===== src/rtl/req_wbp_pkg.sv =====
// req_wbp_pkg: FSM state type and data-width helpers shared by the req_wbp_bridge slice.
package req_wbp_pkg;
    typedef enum logic [1:0] {IDLE, ISSUE, DRAIN} state_t;
    localparam int ADDR_W = 32;
    function automatic int lanes(input int dw);
        return dw / 8;
    endfunction
    function automatic int word_shift(input int dw);
        return $clog2(dw / 8);
    endfunction
endpackage


===== src/rtl/req_wbp_bridge_fifo.sv =====
// fifo: single-clock FIFO with occupancy count; pushes when full and pops when empty are dropped.
module fifo #(
    parameter int W     = 32,
    parameter int DEPTH = 16
) (
    input  logic                   clk_i,
    input  logic                   rst_ni,
    input  logic                   push,
    input  logic [W-1:0]           din,
    input  logic                   pop,
    output logic [W-1:0]           dout,
    output logic                   empty,
    output logic [$clog2(DEPTH):0] count
);
    localparam int PW = $clog2(DEPTH);
    logic [W-1:0]  mem [DEPTH];
    logic [PW-1:0] wp, rp;
    logic          do_push, do_pop;
    assign empty   = count == '0;
    assign do_push = push && count != (PW+1)'(DEPTH);
    assign do_pop  = pop && !empty;
    assign dout    = mem[rp];
    always_ff @(posedge clk_i) begin
        if (do_push) mem[wp] <= din;
    end
    always_ff @(posedge clk_i or negedge rst_ni) begin
        if (!rst_ni) begin
            wp    <= '0;
            rp    <= '0;
            count <= '0;
        end else begin
            if (do_push) wp <= wp + PW'(1);
            if (do_pop) rp <= rp + PW'(1);
            count <= count + (PW+1)'(do_push) - (PW+1)'(do_pop);
        end
    end
endmodule


===== src/rtl/req_wbp_bridge.sv =====
// req_wbp_bridge: burst requests to a Wishbone B4 pipelined master with write/read data FIFOs.
// Define REQ_WBP_ERR_EN to let wb_err_i complete beats and report read_err/resp_err.
module req_wbp_bridge
    import req_wbp_pkg::*;
#(
    parameter int DW         = 32,
    parameter int LEN_W      = 4,
    parameter int FIFO_DEPTH = 16,
    parameter int MAX_OUT    = 4
) (
    input  logic                            clk_i,
    input  logic                            rst_ni,
    input  logic                            req_valid,
    output logic                            req_ready,
    input  logic                            req_we,
    input  logic                            req_wrap,
    input  logic [LEN_W-1:0]                req_len,
    input  logic [ADDR_W-1:0]               req_addr,
    input  logic [lanes(DW)-1:0]            req_mask,
    input  logic                            write_valid,
    input  logic [DW-1:0]                   write_data,
    output logic                            read_valid,
    output logic [DW-1:0]                   read_data,
    output logic                            read_err,
    input  logic                            read_ack,
    output logic                            resp_done,
    output logic                            resp_err,
    output logic                            wb_cyc_o,
    output logic                            wb_stb_o,
    input  logic                            wb_stall_i,
    input  logic                            wb_ack_i,
    input  logic                            wb_err_i,
    output logic                            wb_we_o,
    output logic [lanes(DW)-1:0]            wb_sel_o,
    output logic [ADDR_W-word_shift(DW)-1:0] wb_adr_o,
    output logic [DW-1:0]                   wb_dat_o,
    input  logic [DW-1:0]                   wb_dat_i
);
    localparam int WS = word_shift(DW);
    localparam int AW = ADDR_W - WS;
    localparam int CW = $clog2(FIFO_DEPTH) + 1;
    localparam logic [LEN_W:0] ONE = (LEN_W+1)'(1);
`ifdef REQ_WBP_ERR_EN
    localparam int RW = DW + 1;
`else
    localparam int RW = DW;
`endif
    state_t         state;
    logic [LEN_W:0] len_r, cnt_iss, cnt_cmp, cnt_cmp_nxt, outstanding;
    logic           wrap_r, err_r, cyc_r;
    logic           issue, cmp, done, beat_err;
    logic [AW-1:0]  adr_inc, adr_mask, adr_nxt;
    logic           w_empty, r_empty;
    logic [DW-1:0]  w_dout;
    logic [RW-1:0]  r_din, r_dout;
    logic [CW-1:0]  r_count, r_free, w_count_unused;
    logic           unused_bits;
`ifdef REQ_WBP_ERR_EN
    assign beat_err = wb_err_i;
    assign r_din    = {wb_err_i, wb_dat_i};
    assign read_err = r_dout[DW];
`else
    assign beat_err = 1'b0;
    assign r_din    = wb_dat_i;
    assign read_err = 1'b0;
`endif
    assign unused_bits = ^{req_addr[WS-1:0], w_count_unused, wb_err_i};
    assign outstanding = cnt_iss - cnt_cmp;
    assign r_free      = CW'(FIFO_DEPTH) - r_count;
    // A read beat may only issue if its data is guaranteed a free read-FIFO slot.
    assign wb_stb_o    = state == ISSUE && 32'(outstanding) < MAX_OUT &&
                         (wb_we_o ? !w_empty : 32'(r_free) > 32'(outstanding));
    assign issue       = wb_stb_o && !wb_stall_i;
    assign cmp         = (wb_ack_i || beat_err) && outstanding != '0;
    assign cnt_cmp_nxt = cnt_cmp + (cmp ? ONE : '0);
    assign done        = state == DRAIN && cnt_cmp_nxt == len_r;
    assign wb_cyc_o    = cyc_r || wb_stb_o;
    assign wb_dat_o    = w_dout;
    assign read_valid  = !r_empty;
    assign read_data   = r_dout[DW-1:0];
    assign adr_inc     = wb_adr_o + AW'(1);
    assign adr_mask    = AW'(len_r - ONE);
    assign adr_nxt     = wrap_r ? (wb_adr_o & ~adr_mask) | (adr_inc & adr_mask) : adr_inc;
    fifo #(.W(DW), .DEPTH(FIFO_DEPTH)) u_wfifo (
        .clk_i (clk_i),
        .rst_ni(rst_ni),
        .push  (write_valid),
        .din   (write_data),
        .pop   (issue && wb_we_o),
        .dout  (w_dout),
        .empty (w_empty),
        .count (w_count_unused)
    );
    fifo #(.W(RW), .DEPTH(FIFO_DEPTH)) u_rfifo (
        .clk_i (clk_i),
        .rst_ni(rst_ni),
        .push  (cmp && !wb_we_o),
        .din   (r_din),
        .pop   (read_ack && read_valid),
        .dout  (r_dout),
        .empty (r_empty),
        .count (r_count)
    );
    always_ff @(posedge clk_i or negedge rst_ni) begin
        if (!rst_ni) begin
            state     <= IDLE;
            req_ready <= 1'b0;
            wb_we_o   <= 1'b0;
            wb_sel_o  <= '0;
            wb_adr_o  <= '0;
            len_r     <= '0;
            wrap_r    <= 1'b0;
            cnt_iss   <= '0;
            cnt_cmp   <= '0;
            cyc_r     <= 1'b0;
            err_r     <= 1'b0;
            resp_done <= 1'b0;
            resp_err  <= 1'b0;
        end else begin
            resp_done <= 1'b0;
            resp_err  <= 1'b0;
            if (issue) begin
                wb_adr_o <= adr_nxt;
                cnt_iss  <= cnt_iss + ONE;
                cyc_r    <= 1'b1;
            end
            if (cmp) begin
                cnt_cmp <= cnt_cmp_nxt;
                err_r   <= err_r | beat_err;
            end
            case (state)
                IDLE: begin
                    req_ready <= !(req_valid && req_ready);
                    if (req_valid && req_ready) begin
                        state    <= ISSUE;
                        wb_we_o  <= req_we;
                        wb_sel_o <= req_mask;
                        wb_adr_o <= req_addr[ADDR_W-1:WS];
                        len_r    <= req_len == '0 ? ONE : {1'b0, req_len};
                        wrap_r   <= req_wrap;
                        cnt_iss  <= '0;
                        cnt_cmp  <= '0;
                        err_r    <= 1'b0;
                    end
                end
                ISSUE: if (issue && cnt_iss + ONE == len_r) state <= DRAIN;
                DRAIN: begin
                    if (done) begin
                        state     <= IDLE;
                        req_ready <= 1'b1;
                        cyc_r     <= 1'b0;
                        resp_done <= 1'b1;
                        resp_err  <= err_r | (cmp & beat_err);
                    end
                end
                default: state <= IDLE;
            endcase
        end
    end
endmodule


===== config.mk =====
export PLATFORM = sky130hd
export DESIGN_NAME = req_wbp_bridge
export DESIGN_NICKNAME = d
export VERILOG_FILES = /design/src/rtl/req_wbp_pkg.sv /design/src/rtl/req_wbp_bridge_fifo.sv /design/src/rtl/req_wbp_bridge.sv
export SDC_FILE = /design/constraint.sdc
export NUM_CORES = 1
export LEC_CHECK = 0
export BUFFER_PORTS_ARGS = -buffer_cell sky130_fd_sc_hd__buf_2
export CAP_MARGIN = 15
export CORE_AREA = 4 4 389 391
export DETAILED_ROUTE_END_ITERATION = 7
export DIE_AREA = 0 0 393 395
export GPL_ROUTABILITY_DRIVEN = 0
export HOLD_SLACK_MARGIN = 0.03
export SYNTH_ARGS = -nofsm -noshare
export SYNTH_HDL_FRONTEND = slang
export SYNTH_SLANG_ARGS = --single-unit

===== constraint.sdc =====
create_clock -name clk_i -period 5.69 [get_ports clk_i]
set_clock_uncertainty 0.1 [all_clocks]
set_input_delay 0.2845 -clock clk_i [delete_from_list [all_inputs] [get_ports clk_i]]
set_output_delay 0.2845 -clock clk_i [all_outputs]
set_load 0.02 [all_outputs]

==> impl_metrics.py, run 1 <==
metrics = {
    "run_status": {
        "status": "complete, no violations",
    },
    "layout": {
        "area_delta_synth_final_pct": 18.9,
        "multi_input_area_mm2": 0.0108,
        "fin_util_pct": 35.5,
        "fin_cells": 4682,
        "fillers": 13600,
        "layout-drive-gt1-share_pct": 26.6,
        "nets": 2809,
        "seqCellArea_mm2": 0.0328,
    },
    "floorplanning": {
        "dieArea_mm2": 0.155,
        "dieWidth_um": 393,
        "coreArea_mm2": 0.147,
        "start_util_pct": 29.9,
        "io_pins": 220,
        "die_height_um": 395,
        "num_rows": 141,
    },
    "placement": {
        "io_buffers": 214,
        "dp_hpwl_um": 56100,
        "placed_cells": 4356,
    },
    "route": {
        "drt_first_pass_iters": 7,
        "drt-total-wl_um": 102000,
        "drt_iter0_drc": 1550,
        "ant_nets": 0,
        "num_vias": 22400,
        "route.detailed.drc": 0,
        "wire_per_inst_um": 21.8,
        "vias_per_cell": 4.77,
    },
    "cts": {
        "clk_latency_ps": 740,
        "cts-root-buf": "clkbuf_16",
        "cts.sink_count": 1105,
        "htree_num_levels": 3,
        "cts_tree": "built",
        "path_clk_slew_ps": 60,
        "cts_buffer_depth": 3,
        "cts_buffers": 113,
    },
    "setup_path": {
        "critical_path_arrival_ps": 5600,
        "cp-end-kind": "flop",
        "critical_path_class": "flop to flop",
        "path_max_fanout": 7,
        "worstRegToRegCells": 23,
        "worstPathRequired_ps": 6210,
        "worstSetupStartpointType": "flop",
    },
    "yosys": {
        "syn_area_per_cell_um2": 19.4,
        "yosysWarnings": 0,
        "synth.top_cells.by_count": "edfxtp_1, mux4_2, nand2_1",
        "ys_seq_elements": 1105,
        "yosysSeqAreaShare_pct": 74.4,
        "netlist.area_leader.share_pct": 69.8,
        "ys.flop_type": "edfxtp_1",
        "ys_types": 63,
        "yosysMostFrequentCell": "edfxtp_1",
        "synth_area_mm2": 0.0441,
        "synth_edf_count": 1024,
        "syn-instance-count": 2276,
        "yosys.area.top_type": "edfxtp_1",
        "async_reset_ff_share_pct": 7.33,
        "synth_area_leaders": "edfxtp_1, mux4_2, dfrtp_1",
    },
    "power": {
        "power.density_mw_per_mm2": 441,
        "max-vdd-ir-drop_mv": 0.492,
        "p_leak_nw": 17.0,
        "p_total_mw": 23.1,
    },
    "timing": {
        "fmax_mhz": 197,
        "slew_headroom_pct": 24.1,
        "period_needed_ps": 5090,
        "post-route-period-util_pct": 89.4,
        "worst_pin_slew_ps": 1140,
        "rsz0062_at_grt": "false",
        "drv_slew": 0,
        "hold_violations": 0,
        "setup_tns_ps": 0,
        "finalSetupViolCount": 0,
    },
    "grt": {
        "grt_overflow_total": 0,
        "antenna_found_initial": 13,
        "grt_use_total_pct": 13.0,
        "grt_pass1_wl_um": 153000,
        "grt_pass1_vias": 23300,
        "grt_start_max_net_pins": 72,
    },
    "flow_run": {
        "maxCapViolCount": 0,
    },
    "worst_hold_path": {
        "hold_class": "primary input to flop",
        "worstHoldPathCells": 6,
    },
}
cell usage in the layout, fill, tap and decap left out, types with 8 or more instances in the layout:
cell / netlist / layout
edfxtp_1: 1024 / 1024
mux4_2: 224 / 224
buf_2: 17 / 213
nand2_1: 121 / 121
clkbuf_16: 0 / 113
dlygate4sd3_1: 0 / 111
mux2i_1: 108 / 108
o21ai_0: 80 / 80
dfrtp_1: 81 / 73
a21oi_1: 54 / 54
xnor2_1: 53 / 53
nor2_1: 50 / 46
buf_4: 4 / 46
inv_1: 43 / 43
ha_1: 40 / 40
a221oi_1: 32 / 32
a22oi_1: 32 / 32
clkinv_1: 0 / 29
nand3_1: 26 / 26
clkbuf_1: 73 / 26
mux2_2: 25 / 25
and2_2: 0 / 24
xor2_1: 15 / 15
nor3_1: 15 / 15
clkinv_2: 0 / 13
diode_2: 0 / 10
nor4_2: 9 / 9
nor4_1: 10 / 9
bufinv_16: 0 / 9
and3_1: 13 / 8
nand4_1: 8 / 8
cells by family after synthesis:
kind of cell    Yosys count  share of synthesized area [%]
compound gates          232                           3.38
xor+xnor                 68                           1.35
fa+ha+maj                43                           1.27
buf+inv                 160                           1.48
flops                  1105                           74.4
mux                     357                           14.5
other cells               1                        0.00851
simple gates            310                           3.61
worst max-delay path: stages (launching register included):
cell,delay [ps]
dfrtp_1,440
inv_1,80
ha_1,150
inv_1,50
fa_1,450
a211oi_1,320
nor3_1,140
or2_2,320
ha_1,360
o211ai_1,120
a21oi_1,300
o2111ai_4,130
or2_0,380
nor2_1,300
ha_1,280
inv_1,50
ha_1,140
inv_1,60
fa_1,420
inv_1,70
a21oi_1,60
nor2_1,90
nor2_1,50
xnor2_1,110
per-layer routing:
metal | GRT usage (%) | vias to the layer above | part of all wire (%)
met1 | 16.6 | 11700 | 42
li1 | - | 9966 | -
met4 | 4.40 | 8 | 3.0
met5 | 0 | - | 0.050
met2 | 22.2 | 523 | 51
met3 | 2.52 | 190 | 4.8
registers in the layout, summed over array words and instances, names as in the netlist, 5 cells and up:
signal	count
wb_adr_o	30
u_wfifo.mem	512
u_rfifo.mem	512
cnt_cmp	5
u_rfifo.count	5
u_wfifo.count	5
cnt_iss	5
metrics by stage:
stage / hold slack (ps) / instance area, um2 / setup slack [ps]
floorplan: -111 / 44100 / 989
global placement: 80.6 / 47700 / 547
detailed placement: 82.2 / 47700 / 589
CTS: 73.3 / 52400 / 562
global route: 156 / 52400 / 224
finish: 175 / 52400 / 604
power breakdown:
group	internal (mW)	switching (mW)
combinational	2.37	3.21
clock	4.07	3.12
sequential	9.85	0.473
total	16.3	6.80
repair_timing:
item / in CTS / in global routing
hold endpoints to repair: 1160 / 0
setup buffers: 0 / 0
hold buffers: 111 / 0
gates resized for setup: 0 / 0
cell type report:
cell class | instances | area share, %
Antenna cell | 10 | 0.0477
Clock buffer | 139 | 5.58
Clock inverter | 66 | 1.28
Inverter | 43 | 0.308
Multi-Input combinational cell | 1012 | 20.5
Sequential cell | 1105 | 62.6
Tap cell | 1930 | 4.61
Timing Repair Buffer | 377 | 5.08
path summary, 6_finish.rpt:
kind / startpoint / to / slack (ps)
max in group asynchronous: rst_ni / wb_sel_o[3]$_DFFE_PN0P_ / 4140
setup reg to reg: cnt_iss[0]$_DFF_PN0_ / u_wfifo.count[4]$_DFF_PN0_ / 600
setup / recovery: cnt_iss[0]$_DFF_PN0_ / u_wfifo.count[4]$_DFF_PN0_ / 600
hold / removal: wb_stall_i / wb_adr_o[10]$_DFF_PN0_ / 170
min in group asynchronous: rst_ni / wb_adr_o[4]$_DFF_PN0_ / 260
hold reg to reg: u_rfifo.rp[3]$_DFFE_PN0P_ / u_rfifo.rp[3]$_DFFE_PN0P_ / 370
Power figures use the tool's default switching activity.
==> run 2, diff against run 1 <==
PLACE_DENSITY = 0.46   (was default)
==> impl_metrics.py, run 2 (synthesis gave the netlist of run 1 again) <==
metrics = {
    "timing": {
        "drv_slew": 0,
        "fmax_mhz": 201,
        "rsz0062_at_grt": "false",
        "whs_ps": 195,
        "slew_headroom_pct": 28.1,
        "setup_tns_ps": 0,
        "setup_ws_ps": 720,
        "finalSetupViolCount": 0,
        "worst_pin_slew_ps": 1080,
        "hold_violations": 0,
        "post-route-period-util_pct": 87.4,
        "period_needed_ps": 4970,
    },
    "layout": {
        "area_delta_synth_final_pct": 20.0,
        "nets": 2828,
        "layout_commonest_cell": "edfxtp_1",
        "reg_top3": "u_rfifo.mem: 512 flops, u_wfifo.mem: 512 flops, wb_adr_o: 30 flops",
        "final_cell_area_mm2": 0.0529,
        "fillers": 13700,
        "fin_cells": 4707,
        "final_cell_mix": "edfxtp_1, mux4_2, buf_2",
        "layout-drive-gt1-share_pct": 27.5,
    },
    "placement": {
        "dp_hpwl_um": 60400,
        "io_buffers": 214,
        "dp_slack_ps": 696,
        "placed_area_mm2": 0.0478,
        "placed_cells": 4366,
    },
    "setup_path": {
        "worstPathRequired_ps": 6180,
        "cp-end-kind": "flop",
        "critical_path_arrival_ps": 5470,
        "worstSetupStartpointType": "flop",
        "reg2reg_slack_ps": 720,
        "critical_path_class": "flop to flop",
        "path_max_fanout": 5,
        "crit_start": "cnt_iss[0]$_DFF_PN0_",
        "r2r-start": "cnt_iss[0]$_DFF_PN0_",
    },
    "route": {
        "drt-total-wl_um": 108000,
        "vias_per_cell": 4.79,
        "drt_first_pass_iters": 5,
        "drt_iter0_drc": 1423,
        "num_vias": 22500,
        "route.detailed.drc": 0,
        "wire_per_inst_um": 23.0,
        "ant_nets": 0,
    },
    "floorplanning": {
        "dieWidth_um": 393,
        "io_pins": 220,
        "start_util_pct": 29.9,
        "dieArea_mm2": 0.155,
        "num_rows": 141,
        "die_height_um": 395,
        "coreArea_mm2": 0.147,
    },
    "grt": {
        "grt_pass1_vias": 24200,
        "antenna_found_initial": 8,
        "grt_overflow_total": 0,
        "grt_pass1_wl_um": 161000,
        "grt_use_total_pct": 13.9,
        "grt_start_max_net_pins": 65,
    },
    "cts": {
        "cts-root-buf": "clkbuf_16",
        "clk_latency_ps": 730,
        "cts.sink_count": 1105,
        "cts_resized": 0,
        "htree_num_levels": 3,
        "path_clk_slew_ps": 60,
        "post_cts_buffers": 0,
        "cts_tree": "built",
        "cts_buffer_depth": 3,
        "cts_buffers": 120,
    },
    "flow_run": {
        "maxCapViolCount": 0,
    },
    "run_status": {
        "status": "complete, no violations",
    },
    "worst_hold_path": {
        "hold_class": "primary input to flop",
        "min_from": "req_mask[3]",
    },
    "power": {
        "p_leak_nw": 17.3,
        "power.density_mw_per_mm2": 450,
        "max-vdd-ir-drop_mv": 0.271,
    },
}
[run 2: cell types whose count changed in the layout (fill, tap and decap cells not counted), sizes merged, moves of 4 or more]
cell    previous run  this run
clkbuf           139       149
clkinv            48        42
bufinv             9        13
inv               47        53
buf              266       277
diode             10         6
[run 2: worst paths after layout]
check,depth (start not counted),end
setup / recovery,23,u_wfifo.count[4]$_DFF_PN0_
hold / removal,4,wb_sel_o[3]$_DFFE_PN0P_
setup reg to reg,23,u_wfifo.count[4]$_DFF_PN0_
hold reg to reg,2,wb_sel_o[0]$_DFFE_PN0P_
max in group asynchronous,4,u_wfifo.rp[0]$_DFFE_PN0P_
min in group asynchronous,4,len_r[0]$_DFFE_PN0P_
[run 2: critical path, stage by stage, from the launching register on]
cell	delay (ps)
dfrtp_1	440
inv_1	90
ha_1	160
inv_1	50
fa_1	440
a211oi_1	290
nor3_1	150
or2_2	320
ha_1	350
o211ai_1	100
a21oi_1	300
o2111ai_4	130
or2_0	250
nor2_1	270
ha_1	280
inv_1	50
ha_1	150
inv_1	60
fa_1	430
inv_1	80
a21oi_1	60
nor2_1	90
nor2_1	60
xnor2_1	110
[run 2: final cells by class]
type / instances / area [um2] / area share [%]
Antenna cell: 6 / 15.0 / 0.0284
Clock buffer: 149 / 3150 / 5.96
Clock inverter: 73 / 830 / 1.57
Inverter: 43 / 161 / 0.305
Multi-Input combinational cell: 1012 / 10800 / 20.3
Sequential cell: 1105 / 32800 / 62.0
Tap cell: 1930 / 2410 / 4.56
Timing Repair Buffer: 389 / 2780 / 5.26
[run 2: metrics by stage]
step	util (%)	power, mW
floorplan	-	14.2
global placement	32.4	16.1
detailed placement	32.4	16.3
CTS	35.9	24.3
global route	35.9	25.0
finish	35.9	23.8
[run 2: power breakdown]
part / switching (mW) / internal, mW
clock network: 3.27 / 4.55
logic: 3.11 / 2.40
registers: 0.643 / 9.84
[run 2: what timing repair did]
item	4_1_cts	5_1_grt
endpoints found under the setup margin	0	0
endpoints found under the hold margin	1156	0
hold buffers	113	0
[run 2: per-layer routing]
layer	wire length [um]	vias up	global-route usage [%]
li1	-	10000	-
met1	45300	11900	17.6
met2	55800	461	24.5
met3	4820	178	2.72
met4	2550	2	3.41
met5	14	-	0
